## src/rtl/rob_rename_unit_if.sv

```systemverilog
// rob_rename_unit_if
//   Issue / writeback / retire bundle between the Tomasulo front end and the
//   reorder buffer with its integrated rename table.
//
//   Issue group : alloc_valid, alloc_func, alloc_rd -> alloc_ready, alloc_idx
//   Lookup group: src1_reg, src2_reg -> src*_b, src*_tag, src*_data
//   Writeback   : wb_valid, wb_rob_ind, wb_data
//   Retire      : commit_valid, commit_wen, commit_rd, commit_data, commit_rob_ind
//   Status      : count, wb_err
//
//   modport master : issue stage / execution units / register bank side
//   modport slave  : the reorder buffer itself
interface rob_rename_unit_if #(
  parameter int DATA_W = 16,
  parameter int DEPTH  = 8
);
  localparam int IDX_W = $clog2(DEPTH);

  logic              alloc_valid;
  logic [3:0]        alloc_func;
  logic [3:0]        alloc_rd;
  logic              alloc_ready;
  logic [IDX_W-1:0]  alloc_idx;

  logic [3:0]        src1_reg;
  logic [3:0]        src2_reg;
  logic              src1_b;
  logic              src2_b;
  logic [IDX_W-1:0]  src1_tag;
  logic [IDX_W-1:0]  src2_tag;
  logic [DATA_W-1:0] src1_data;
  logic [DATA_W-1:0] src2_data;

  logic              wb_valid;
  logic [IDX_W-1:0]  wb_rob_ind;
  logic [DATA_W-1:0] wb_data;

  logic              commit_valid;
  logic              commit_wen;
  logic [3:0]        commit_rd;
  logic [DATA_W-1:0] commit_data;
  logic [IDX_W-1:0]  commit_rob_ind;

  logic [IDX_W:0]    count;
  logic              wb_err;

  modport master (
    output alloc_valid, alloc_func, alloc_rd,
    output src1_reg, src2_reg,
    output wb_valid, wb_rob_ind, wb_data,
    input  alloc_ready, alloc_idx,
    input  src1_b, src2_b, src1_tag, src2_tag, src1_data, src2_data,
    input  commit_valid, commit_wen, commit_rd, commit_data, commit_rob_ind,
    input  count, wb_err
  );

  modport slave (
    input  alloc_valid, alloc_func, alloc_rd,
    input  src1_reg, src2_reg,
    input  wb_valid, wb_rob_ind, wb_data,
    output alloc_ready, alloc_idx,
    output src1_b, src2_b, src1_tag, src2_tag, src1_data, src2_data,
    output commit_valid, commit_wen, commit_rd, commit_data, commit_rob_ind,
    output count, wb_err
  );
endinterface

```

## src/rtl/rob_rename_unit.sv

```systemverilog
// rob_rename_unit
//   Reorder buffer with integrated register-rename table. Allocates a slot
//   per issued instruction, answers source-operand lookups (ready bit and
//   producer tag), buffers out-of-order writebacks and retires results in
//   program order, at most one per cycle.
//
//   Ports:
//     clk1 : clock
//     rst  : synchronous active-high reset
//     bus  : rob_rename_unit_if.slave (issue, lookup, writeback, retire,
//            occupancy count and sticky writeback-error flag)
//
//   Build option:
//     ROB_FWD_EN : when defined, a source whose producer has completed but not
//                  yet retired is reported ready and its value is forwarded on
//                  src*_data. Undefined, readiness follows the rename table
//                  only and src*_data is zero.
module rob_rename_unit #(
  parameter int DATA_W = 16,
  parameter int DEPTH  = 8,
  parameter int NREG   = 16
) (
  input logic           clk1,
  input logic           rst,
  rob_rename_unit_if.slave bus
);
  localparam int IDX_W = $clog2(DEPTH);
  localparam logic [IDX_W:0] FULL_COUNT = (IDX_W + 1)'(DEPTH);

  // Stores and branches never write a destination register.
  function automatic logic writes_rd(input logic [3:0] f);
    logic w;
    case (f)
      4'b0101, 4'b0110, 4'b0111: w = 1'b0;
      default:                   w = 1'b1;
    endcase
    return w;
  endfunction

  logic              busy  [DEPTH];
  logic              done  [DEPTH];
  logic [3:0]        func  [DEPTH];
  logic [3:0]        rd    [DEPTH];
  logic [DATA_W-1:0] value [DEPTH];

  logic              rat_valid [NREG];
  logic [IDX_W-1:0]  rat_tag   [NREG];

  logic [IDX_W-1:0]  head;
  logic [IDX_W-1:0]  tail;
  logic [IDX_W:0]    count;

  logic              commit_valid;
  logic              commit_wen;
  logic [3:0]        commit_rd;
  logic [DATA_W-1:0] commit_data;
  logic [IDX_W-1:0]  commit_rob_ind;
  logic              wb_err;

  logic alloc_ready;
  logic alloc_fire;
  logic commit_fire;

  // Fullness comes from the registered count, so a full ROB refuses
  // allocation even on the cycle its head retires.
  assign alloc_ready = (count != FULL_COUNT);
  assign alloc_fire  = bus.alloc_valid && alloc_ready;
  assign commit_fire = busy[head] && done[head];

  assign bus.alloc_ready    = alloc_ready;
  assign bus.alloc_idx      = tail;
  assign bus.count          = count;
  assign bus.commit_valid   = commit_valid;
  assign bus.commit_wen     = commit_wen;
  assign bus.commit_rd      = commit_rd;
  assign bus.commit_data    = commit_data;
  assign bus.commit_rob_ind = commit_rob_ind;
  assign bus.wb_err         = wb_err;

  // Lookups read pre-edge state, so an instruction naming its own rd as a
  // source sees the older producer rather than itself.
  assign bus.src1_tag = rat_tag[bus.src1_reg];
  assign bus.src2_tag = rat_tag[bus.src2_reg];

`ifdef ROB_FWD_EN
  logic src1_fwd;
  logic src2_fwd;

  // A completed but unretired producer can hand its value over directly.
  // done is registered, so a writeback landing this edge forwards next cycle.
  always_comb begin
    src1_fwd      = rat_valid[bus.src1_reg] && done[rat_tag[bus.src1_reg]];
    src2_fwd      = rat_valid[bus.src2_reg] && done[rat_tag[bus.src2_reg]];
    bus.src1_b    = !rat_valid[bus.src1_reg] || src1_fwd;
    bus.src2_b    = !rat_valid[bus.src2_reg] || src2_fwd;
    bus.src1_data = src1_fwd ? value[rat_tag[bus.src1_reg]] : '0;
    bus.src2_data = src2_fwd ? value[rat_tag[bus.src2_reg]] : '0;
  end
`else
  assign bus.src1_b    = !rat_valid[bus.src1_reg];
  assign bus.src2_b    = !rat_valid[bus.src2_reg];
  assign bus.src1_data = '0;
  assign bus.src2_data = '0;
`endif

  // Writeback, retire and allocate share one register block. The three
  // never fight over a slot: a writeback to the retiring head is already
  // done (error path), and a writeback to the tail hits a non-busy slot.
  // Within the rename table the allocation update is written last so a
  // same-edge rename of the retiring rd keeps rat_valid with the new tag.
  always_ff @(posedge clk1) begin
    if (rst) begin
      head           <= '0;
      tail           <= '0;
      count          <= '0;
      commit_valid   <= 1'b0;
      commit_wen     <= 1'b0;
      commit_rd      <= '0;
      commit_data    <= '0;
      commit_rob_ind <= '0;
      wb_err         <= 1'b0;
      for (int i = 0; i < DEPTH; i++) begin
        busy[i] <= 1'b0;
        done[i] <= 1'b0;
      end
      for (int r = 0; r < NREG; r++) begin
        rat_valid[r] <= 1'b0;
      end
    end else begin
      if (bus.wb_valid) begin
        if (busy[bus.wb_rob_ind] && !done[bus.wb_rob_ind]) begin
          done[bus.wb_rob_ind]  <= 1'b1;
          value[bus.wb_rob_ind] <= bus.wb_data;
        end else begin
          wb_err <= 1'b1;
        end
      end

      if (commit_fire) begin
        commit_valid   <= 1'b1;
        commit_wen     <= writes_rd(func[head]);
        commit_rd      <= rd[head];
        commit_data    <= value[head];
        commit_rob_ind <= head;
        busy[head]     <= 1'b0;
        done[head]     <= 1'b0;
        // Only drop the mapping if no younger instruction has renamed rd.
        if (writes_rd(func[head]) && rat_valid[rd[head]] &&
            (rat_tag[rd[head]] == head)) begin
          rat_valid[rd[head]] <= 1'b0;
        end
        head <= head + 1'b1;
      end else begin
        commit_valid <= 1'b0;
      end

      if (alloc_fire) begin
        busy[tail] <= 1'b1;
        done[tail] <= 1'b0;
        func[tail] <= bus.alloc_func;
        rd[tail]   <= bus.alloc_rd;
        if (writes_rd(bus.alloc_func)) begin
          rat_valid[bus.alloc_rd] <= 1'b1;
          rat_tag[bus.alloc_rd]   <= tail;
        end
        tail <= tail + 1'b1;
      end

      case ({alloc_fire, commit_fire})
        2'b10:   count <= count + 1'b1;
        2'b01:   count <= count - 1'b1;
        default: count <= count;
      endcase
    end
  end

endmodule
```

## src/flat_wrapper.sv

```systemverilog
// flat-port wrapper written by rule: the top's interface ports become plain ports
module rob_rename_unit_flat 
#(
  parameter int DATA_W = 16,
  parameter int DEPTH  = 8,
  parameter int NREG   = 16
)
  (clk1, rst, bus_alloc_valid, bus_alloc_func, bus_alloc_rd, bus_src1_reg, bus_src2_reg, bus_wb_valid, bus_wb_rob_ind, bus_wb_data, bus_alloc_ready, bus_alloc_idx, bus_src1_b, bus_src2_b, bus_src1_tag, bus_src2_tag, bus_src1_data, bus_src2_data, bus_commit_valid, bus_commit_wen, bus_commit_rd, bus_commit_data, bus_commit_rob_ind, bus_count, bus_wb_err);
  rob_rename_unit_if #(.DATA_W(DATA_W), .DEPTH(DEPTH)) bus_i ();
  input logic clk1;
  input logic rst;
  input wire logic [$bits(bus_i.alloc_valid)-1:0] bus_alloc_valid;
  input wire logic [$bits(bus_i.alloc_func)-1:0] bus_alloc_func;
  input wire logic [$bits(bus_i.alloc_rd)-1:0] bus_alloc_rd;
  input wire logic [$bits(bus_i.src1_reg)-1:0] bus_src1_reg;
  input wire logic [$bits(bus_i.src2_reg)-1:0] bus_src2_reg;
  input wire logic [$bits(bus_i.wb_valid)-1:0] bus_wb_valid;
  input wire logic [$bits(bus_i.wb_rob_ind)-1:0] bus_wb_rob_ind;
  input wire logic [$bits(bus_i.wb_data)-1:0] bus_wb_data;
  output wire logic [$bits(bus_i.alloc_ready)-1:0] bus_alloc_ready;
  output wire logic [$bits(bus_i.alloc_idx)-1:0] bus_alloc_idx;
  output wire logic [$bits(bus_i.src1_b)-1:0] bus_src1_b;
  output wire logic [$bits(bus_i.src2_b)-1:0] bus_src2_b;
  output wire logic [$bits(bus_i.src1_tag)-1:0] bus_src1_tag;
  output wire logic [$bits(bus_i.src2_tag)-1:0] bus_src2_tag;
  output wire logic [$bits(bus_i.src1_data)-1:0] bus_src1_data;
  output wire logic [$bits(bus_i.src2_data)-1:0] bus_src2_data;
  output wire logic [$bits(bus_i.commit_valid)-1:0] bus_commit_valid;
  output wire logic [$bits(bus_i.commit_wen)-1:0] bus_commit_wen;
  output wire logic [$bits(bus_i.commit_rd)-1:0] bus_commit_rd;
  output wire logic [$bits(bus_i.commit_data)-1:0] bus_commit_data;
  output wire logic [$bits(bus_i.commit_rob_ind)-1:0] bus_commit_rob_ind;
  output wire logic [$bits(bus_i.count)-1:0] bus_count;
  output wire logic [$bits(bus_i.wb_err)-1:0] bus_wb_err;
  assign bus_i.alloc_valid = bus_alloc_valid;
  assign bus_i.alloc_func = bus_alloc_func;
  assign bus_i.alloc_rd = bus_alloc_rd;
  assign bus_i.src1_reg = bus_src1_reg;
  assign bus_i.src2_reg = bus_src2_reg;
  assign bus_i.wb_valid = bus_wb_valid;
  assign bus_i.wb_rob_ind = bus_wb_rob_ind;
  assign bus_i.wb_data = bus_wb_data;
  assign bus_alloc_ready = bus_i.alloc_ready;
  assign bus_alloc_idx = bus_i.alloc_idx;
  assign bus_src1_b = bus_i.src1_b;
  assign bus_src2_b = bus_i.src2_b;
  assign bus_src1_tag = bus_i.src1_tag;
  assign bus_src2_tag = bus_i.src2_tag;
  assign bus_src1_data = bus_i.src1_data;
  assign bus_src2_data = bus_i.src2_data;
  assign bus_commit_valid = bus_i.commit_valid;
  assign bus_commit_wen = bus_i.commit_wen;
  assign bus_commit_rd = bus_i.commit_rd;
  assign bus_commit_data = bus_i.commit_data;
  assign bus_commit_rob_ind = bus_i.commit_rob_ind;
  assign bus_count = bus_i.count;
  assign bus_wb_err = bus_i.wb_err;
  rob_rename_unit #(.DATA_W(DATA_W), .DEPTH(DEPTH), .NREG(NREG)) u_core (.clk1(clk1), .rst(rst), .bus(bus_i));
endmodule
```

## config.mk

```make
export PLATFORM = sky130hd
export DESIGN_NAME = rob_rename_unit_flat
export DESIGN_NICKNAME = d
export VERILOG_FILES = /design/src/rtl/rob_rename_unit_if.sv /design/src/rtl/rob_rename_unit.sv /design/src/flat_wrapper.sv
export SDC_FILE = /design/constraint.sdc
export NUM_CORES = 1
export LEC_CHECK = 0
export CORE_MARGIN = 2
export CORE_UTILIZATION = 50
export CTS_CLUSTER_SIZE = 40
export DETAILED_ROUTE_END_ITERATION = 6
export GPL_TIMING_DRIVEN = 0
export PLACE_DENSITY_LB_ADDON = 0.12
export SYNTH_ARGS = -nofsm -noshare
export SYNTH_HDL_FRONTEND = slang
export SYNTH_SLANG_ARGS = --single-unit
```

## constraint.sdc

```tcl
create_clock -name clk1 -period 3.3 [get_ports clk1]
set_input_delay 0.495 -clock clk1 [delete_from_list [all_inputs] [get_ports clk1]]
set_output_delay 0.495 -clock clk1 [all_outputs]
set_load 0.02 [all_outputs]
```

==> results of run 1 <==
critical path, cell delays in order, from the launching register on:
cell,delay [ns]
dfxtp_4,0.37
buf_12,0.15
mux2i_2,0.16
mux4_2,0.56
buf_4,0.17
mux4_2,0.32
nor2_1,0.05
nor2_1,0.10
o221a_1,0.26
o2111ai_4,0.19
buf_8,0.18
or4_4,0.51
a31o_1,0.23
cell type report:
class	instances	area [um2]
plain buffers	84	586
clock buffers	50	1020
clock inverters	12	129
fillers	2011	10100
inverters	24	93.8
multi-input cells	551	5050
flip-flops and latches	311	8640
well taps	372	465
repair buffers	100	1040
layout by cell type (no fill, tap or decap), drive strengths merged, types with 32 or more instances in the layout:
cell	n
buf	75
mux2i	51
nor2	92
edfxtp	240
conb	32
clkbuf	85
clkdlybuf4s50	74
mux4	82
dfxtp	71
nand2	63
logic make-up (layout without fill, tap and decap cells):
kind of cell / count (synthesis) / in the layout / synth area share [%]
mux: 145 / 145 / 18.0
buf+inv: 110 / 270 / 4.27
xor+xnor: 8 / 8 / 0.505
flops: 311 / 311 / 62.2
fa+ha+maj: 6 / 6 / 0.595
other cells: 1 / 32 / 0.0270
compound gates: 116 / 116 / 6.26
simple gates: 244 / 244 / 8.19
metal layers:
layer  vias to the layer above  routed length [um]  track usage (%)
met5                         -                   0                0
met4                         0                1070             9.36
met3                        62                2170             4.16
met2                       386               17200             40.2
met1                      4426               14300             31.9
li1                       3971                   -                -
where the power goes:
group | leakage (nW) | internal [mW] | switching, mW
Sequential | 2.77 | 4.25 | 0.0388
Combinational | 2.36 | 0.235 | 0.285
Clock | 0.568 | 2.32 | 1.50
registers in the layout, indices dropped and copies added (netlist names), 4 cells and up, named ones only:
name                    count
u_core.bus.commit_rd        4
u_core.done                 8
u_core.bus.count            4
u_core.busy                 8
u_core.rat_valid           16
u_core.func                32
u_core.rat_tag             48
u_core.bus.commit_data     16
u_core.rd                  32
u_core.value              128
timing repair:
action                                  CTS  global route
hold buffers                              0             0
endpoints found under the hold margin     0             0
endpoints found under the setup margin   92           149
resized for setup                        78            37
gates cloned                              3             1
buffers inserted                         10            11
pin swaps                                12            16
worst paths after layout:
check                 startpoint              endpoint  slack, ns  depth (start not counted)
setup / recovery            flop  u_core.rat_valid[11]      -0.06                         12
hold / removal    u_core.busy[1]        u_core.busy[1]       0.48                          2
setup reg to reg            flop  u_core.rat_valid[11]      -0.06                         12
hold reg to reg   u_core.busy[1]        u_core.busy[1]       0.48                          2
stage by stage:
stage | setup slack, ns | TNS (ns) | util, % | instance area, um2 | hold WS (ns)
floorplan | 0.122 | 0 | - | 14000 | 0.446
global placement | -0.865 | -97.70 | 56.1 | 15200 | 0.474
detailed placement | -0.906 | -97.83 | 56.2 | 15200 | 0.480
CTS | -0.0108 | -0.0108 | 61.7 | 16700 | 0.478
global route | -0.113 | -1.11 | 62.8 | 17000 | 0.512
finish | -0.0551 | -0.432 | 62.8 | 17000 | 0.480
==> impl_metrics.py, run 1 <==
metrics = {
    "synthesis": {
        "syn_area_um2": 13900,
        "ys_warn_count": 0,
        "ys_seq_area_share_pct": 62.2,
        "yosysMostFrequentCell": "edfxtp_1",
        "async_flop_share_pct": 0,
        "syn_inst": 941,
        "synth_edf_count": 240,
        "avgSynthCellArea_um2": 14.8,
        "synth_top_area_share_pct": 51.9,
        "synth-seq-cells": 311,
        "synth.distinct_cells": 66,
        "yosysTopAreaCell": "edfxtp_1",
        "synth_ff_type": "edfxtp_1",
        "yosys-top-cells-count": "edfxtp_1 (240), nor2_1 (92), mux4_2 (82)",
        "synth_area_leaders": "edfxtp_1 (52%), mux4_2 (13%), dfxtp_1 (10%), mux2i_1 (3.6%), nor2_1 (2.5%)",
    },
    "routing": {
        "final_antenna_net_count": 0,
        "vias": 8845,
        "drc": 0,
        "viasPerCell": 5.88,
        "avgRoutedWirePerCell_um": 23.1,
        "firstDrtPassIters": 7,
        "drtIter0Drc": 759,
        "wl_um": 34700,
    },
    "sta": {
        "rsz0062_at_grt": "yes",
        "timing.final.ws_setup_ns": -0.0551,
        "finalHoldViolCount": 0,
        "fin_crit_ns": 3.36,
        "tightestPinTransition_ns": 1.08,
        "finalSetupViolCount": 11,
        "finClkSkew_ns": 0.0207,
        "fmax_mhz": 298,
        "fin_crit_sh_pct": 102,
        "relSlewSlack_pct": 27.5,
        "report.final.slew_viol_count": 0,
    },
    "floorplanning": {
        "core-area_um2": 27100,
        "placement_rows": 60,
        "start_util_pct": 51.2,
        "boundaryPins": 113,
        "dieArea_um2": 29100,
        "die_w_um": 171,
        "die_h_um": 171,
    },
    "worst_hold_path": {
        "hp-class": "flop to flop",
    },
    "cts": {
        "cts_tree": "done",
        "clkSinkCount": 311,
        "clk_latency_ns": 0.52,
        "cts-buffers-inserted": 34,
        "ctsLongestPathBuffers": 3,
        "path_clk_slew_ns": 0.06,
        "cts-root-buf": "clkbuf_16",
        "cts_htree_levels": 2,
    },
    "critical_path": {
        "critPathMaxFanout": 10,
        "start_kind": "flop",
        "worst-endpoint-required_ns": 3.70,
        "arrival_ns": 3.76,
        "crit_path_end_kind": "flop",
        "path_class": "flop to flop",
    },
    "place": {
        "port-buffer-count": 74,
        "place_hpwl_um": 22700,
        "place.gp.congestion": 0.891,
        "placedCellCount": 1419,
    },
    "cells_and_area": {
        "final_layout_size_suffix_gt1_share_pct": 24.4,
        "fin_cells": 1504,
        "areaGrowthSynthToFinish_pct": 22.7,
        "diodes": 0,
        "fin_nets": 1151,
    },
    "power_and_ir_drop": {
        "ir_drop_v": 0.000485,
        "leakage_nw": 5.70,
        "power_mw": 8.63,
        "p_per_area_nw_per_um2": 507,
    },
    "run": {
        "drv_cap": 0,
    },
    "global_routing": {
        "grt_max_degree": 25,
        "globalRouteOverflowTotal": 0,
        "gr-usage-all-layers_pct": 24.2,
        "grt_pass1_wl_um": 51900,
        "antenna_found_initial": 0,
        "grt_pass1_vias": 8596,
    },
    "outcome": {
        "outcome": "finished with violations",
        "violations": "setup timing",
    },
}
No activity file was read; power rests on OpenSTA's default activity.
==> inputs of run 2 (changes only) <==
CTS_CLUSTER_SIZE = 24   (was 40)
PLACE_DENSITY = 0.67   (was not set)
PLACE_DENSITY_LB_ADDON = not set   (was 0.12)
clock period = 3.2 ns   (was 3.3 ns; I/O delays follow)
==> impl_metrics.py, run 2 (synthesis results as in run 1) <==
metrics = {
    "sta": {
        "tightestPinTransition_ns": 1.04,
        "fin_crit_ns": 3.32,
        "finalHoldViolCount": 0,
        "fmax_mhz": 301,
        "finClkSkew_ns": 0.0243,
        "finalSetupViolCount": 10,
        "rsz0062_at_grt": "yes",
        "timing.final.ws_setup_ns": -0.121,
        "report.final.slew_viol_count": 0,
        "relSlewSlack_pct": 30.5,
        "fin_crit_sh_pct": 104,
    },
    "critical_path": {
        "critPathBufInv": 3,
        "start_kind": "flop",
        "cpLargestDelayFamily": "multiplexers",
        "path_class": "flop to flop",
        "crit_path_end_kind": "flop",
        "crit_chain": "buf_12, buf_6, mux2_2, mux4_2, o21ai_2, a211o_1, o2111ai_4, clkbuf_8, or4_1, a31o_1",
        "slowest_stage": "mux4_2",
        "worst_path_largest_cell_delay_ns": 0.59,
        "worst-endpoint-required_ns": 3.64,
        "arrival_ns": 3.76,
        "critPathMaxFanout": 10,
    },
    "place": {
        "port-buffer-count": 74,
        "place_hpwl_um": 22600,
        "place_ws_ns": -0.997,
        "post_dp_cell_area_um2": 15200,
        "place.gp.congestion": 0.874,
        "placedCellCount": 1419,
    },
    "routing": {
        "vias": 8733,
        "viasPerCell": 5.85,
        "drc": 0,
        "firstDrtPassIters": 6,
        "wl_um": 34000,
        "avgRoutedWirePerCell_um": 22.8,
        "final_antenna_net_count": 0,
        "drtIter0Drc": 759,
    },
    "cts": {
        "clk_latency_ns": 0.57,
        "cts_htree_levels": 1,
        "hold_buffers": 0,
        "path_clk_slew_ns": 0.07,
        "cts-buffers-inserted": 31,
        "ctsLongestPathBuffers": 3,
        "cts_tree": "done",
        "cts-root-buf": "clkbuf_16",
        "clkSinkCount": 311,
    },
    "power_and_ir_drop": {
        "p_per_area_nw_per_um2": 522,
        "swShare_pct": 21.3,
        "intPower_mw": 6.94,
        "leakage_nw": 5.64,
        "seqPwrFrac_pct": 50.1,
        "p_switching_mw": 1.88,
        "ir_drop_v": 0.000539,
        "p_clk_share_pct": 43.9,
        "comb_power_share_pct": 6.0,
    },
    "floorplanning": {
        "boundaryPins": 113,
        "core-area_um2": 27100,
        "die_h_um": 171,
        "start_util_pct": 51.2,
        "dieArea_um2": 29100,
        "die_w_um": 171,
        "placement_rows": 60,
    },
    "global_routing": {
        "grt_pass1_wl_um": 50500,
        "busiest_layer": "met2",
        "grt_pass1_vias": 8413,
        "antenna_found_initial": 0,
        "grt_max_degree": 25,
        "gr-usage-all-layers_pct": 23.4,
        "grt_use_met1_pct": 31.6,
        "globalRouteOverflowTotal": 0,
        "grt_util_met2_pct": 38.5,
        "grt_util_met3_pct": 4.16,
    },
    "cells_and_area": {
        "final_cell_mix": "edfxtp_1 (240), nor2_1 (92), mux4_2 (82)",
        "largest_reg_flops": 128,
        "final_common_cell": "edfxtp_1",
        "regMostFlops": "u_core.value",
        "seq_area_um2": 8640,
        "fillerInstances": 2022,
        "final_area_um2": 16900,
        "fin_cells": 1494,
        "multi_input_area_um2": 5050,
        "postLayoutCoreUtil_pct": 62.3,
        "diodes": 0,
        "areaGrowthSynthToFinish_pct": 21.6,
        "final_layout_size_suffix_gt1_share_pct": 24.3,
        "reg_top3": "u_core.value x128, u_core.rat_tag x48",
        "fin_nets": 1142,
    },
    "run": {
        "drv_cap": 0,
    },
    "worst_hold_path": {
        "hp-class": "input pin to flop",
        "hold_path_startpoint": "bus_wb_rob_ind[1]",
    },
    "outcome": {
        "outcome": "finished with violations",
        "violations": "setup timing",
    },
}
run 2: power groups by stage:
stage | Sequential, mW | Combinational [mW] | Clock (mW)
6_report | 4.42 | 0.529 | 3.87
5_1_grt | 4.42 | 0.563 | 4.06
4_1_cts | 4.42 | 0.511 | 3.91
3_5_place_dp | 4.51 | 0.475 | 0
3_3_place_gp | 4.50 | 0.469 | 0
2_1_floorplan | 4.50 | 0.283 | 0
run 2: metrics by stage:
step                power (mW)  TNS [ns]  hold slack (ns)
detailed placement        4.98    -98.75            0.484
floorplan                 4.78         0            0.446
global placement          4.97   -104.15            0.477
global route              9.05     -2.35            0.463
finish                    8.81    -0.963            0.456
CTS                       8.83    -0.583            0.428
run 2: path summary, 6_finish.rpt:
kind / endpoint / slack (ns) / cells after the start
worst max-delay path: u_core.rat_valid[13] / -0.12 / 10
worst min-delay path: u_core.done[6] / 0.46 / 3
worst max register to register: u_core.rat_valid[13] / -0.12 / 10
worst min register to register: u_core.done[0] / 0.49 / 2
run 2: area by class of cell:
class,count,area share (%)
well taps,372,2.76
inverters,24,0.556
clock inverters,23,1.52
multi-input cells,551,29.9
repair buffers,94,5.49
flip-flops and latches,311,51.2
plain buffers,84,3.53
clock buffers,35,5.05
run 2: layer usage:
layer	share of wire [%]	vias up
met5	0	-
met4	2.6	0
met3	7.1	72
met2	50	398
met1	40	4310
li1	-	3953
run 2: tightest hold or removal path: cells and delay by family:
| kind | cells | cell delay, ns |
|---|---|---|
| compound gates | 1 | 0.23 |
| buf+inv | 1 | 0.20 |
| simple gates | 1 | 0.06 |
run 2: repair_timing:
item	in CTS	in global routing
buffers inserted	11	5
endpoints found under the hold margin	0	0
gates cloned	3	0
resized for setup	85	34
pin swaps	27	15
endpoints found under the setup margin	92	113
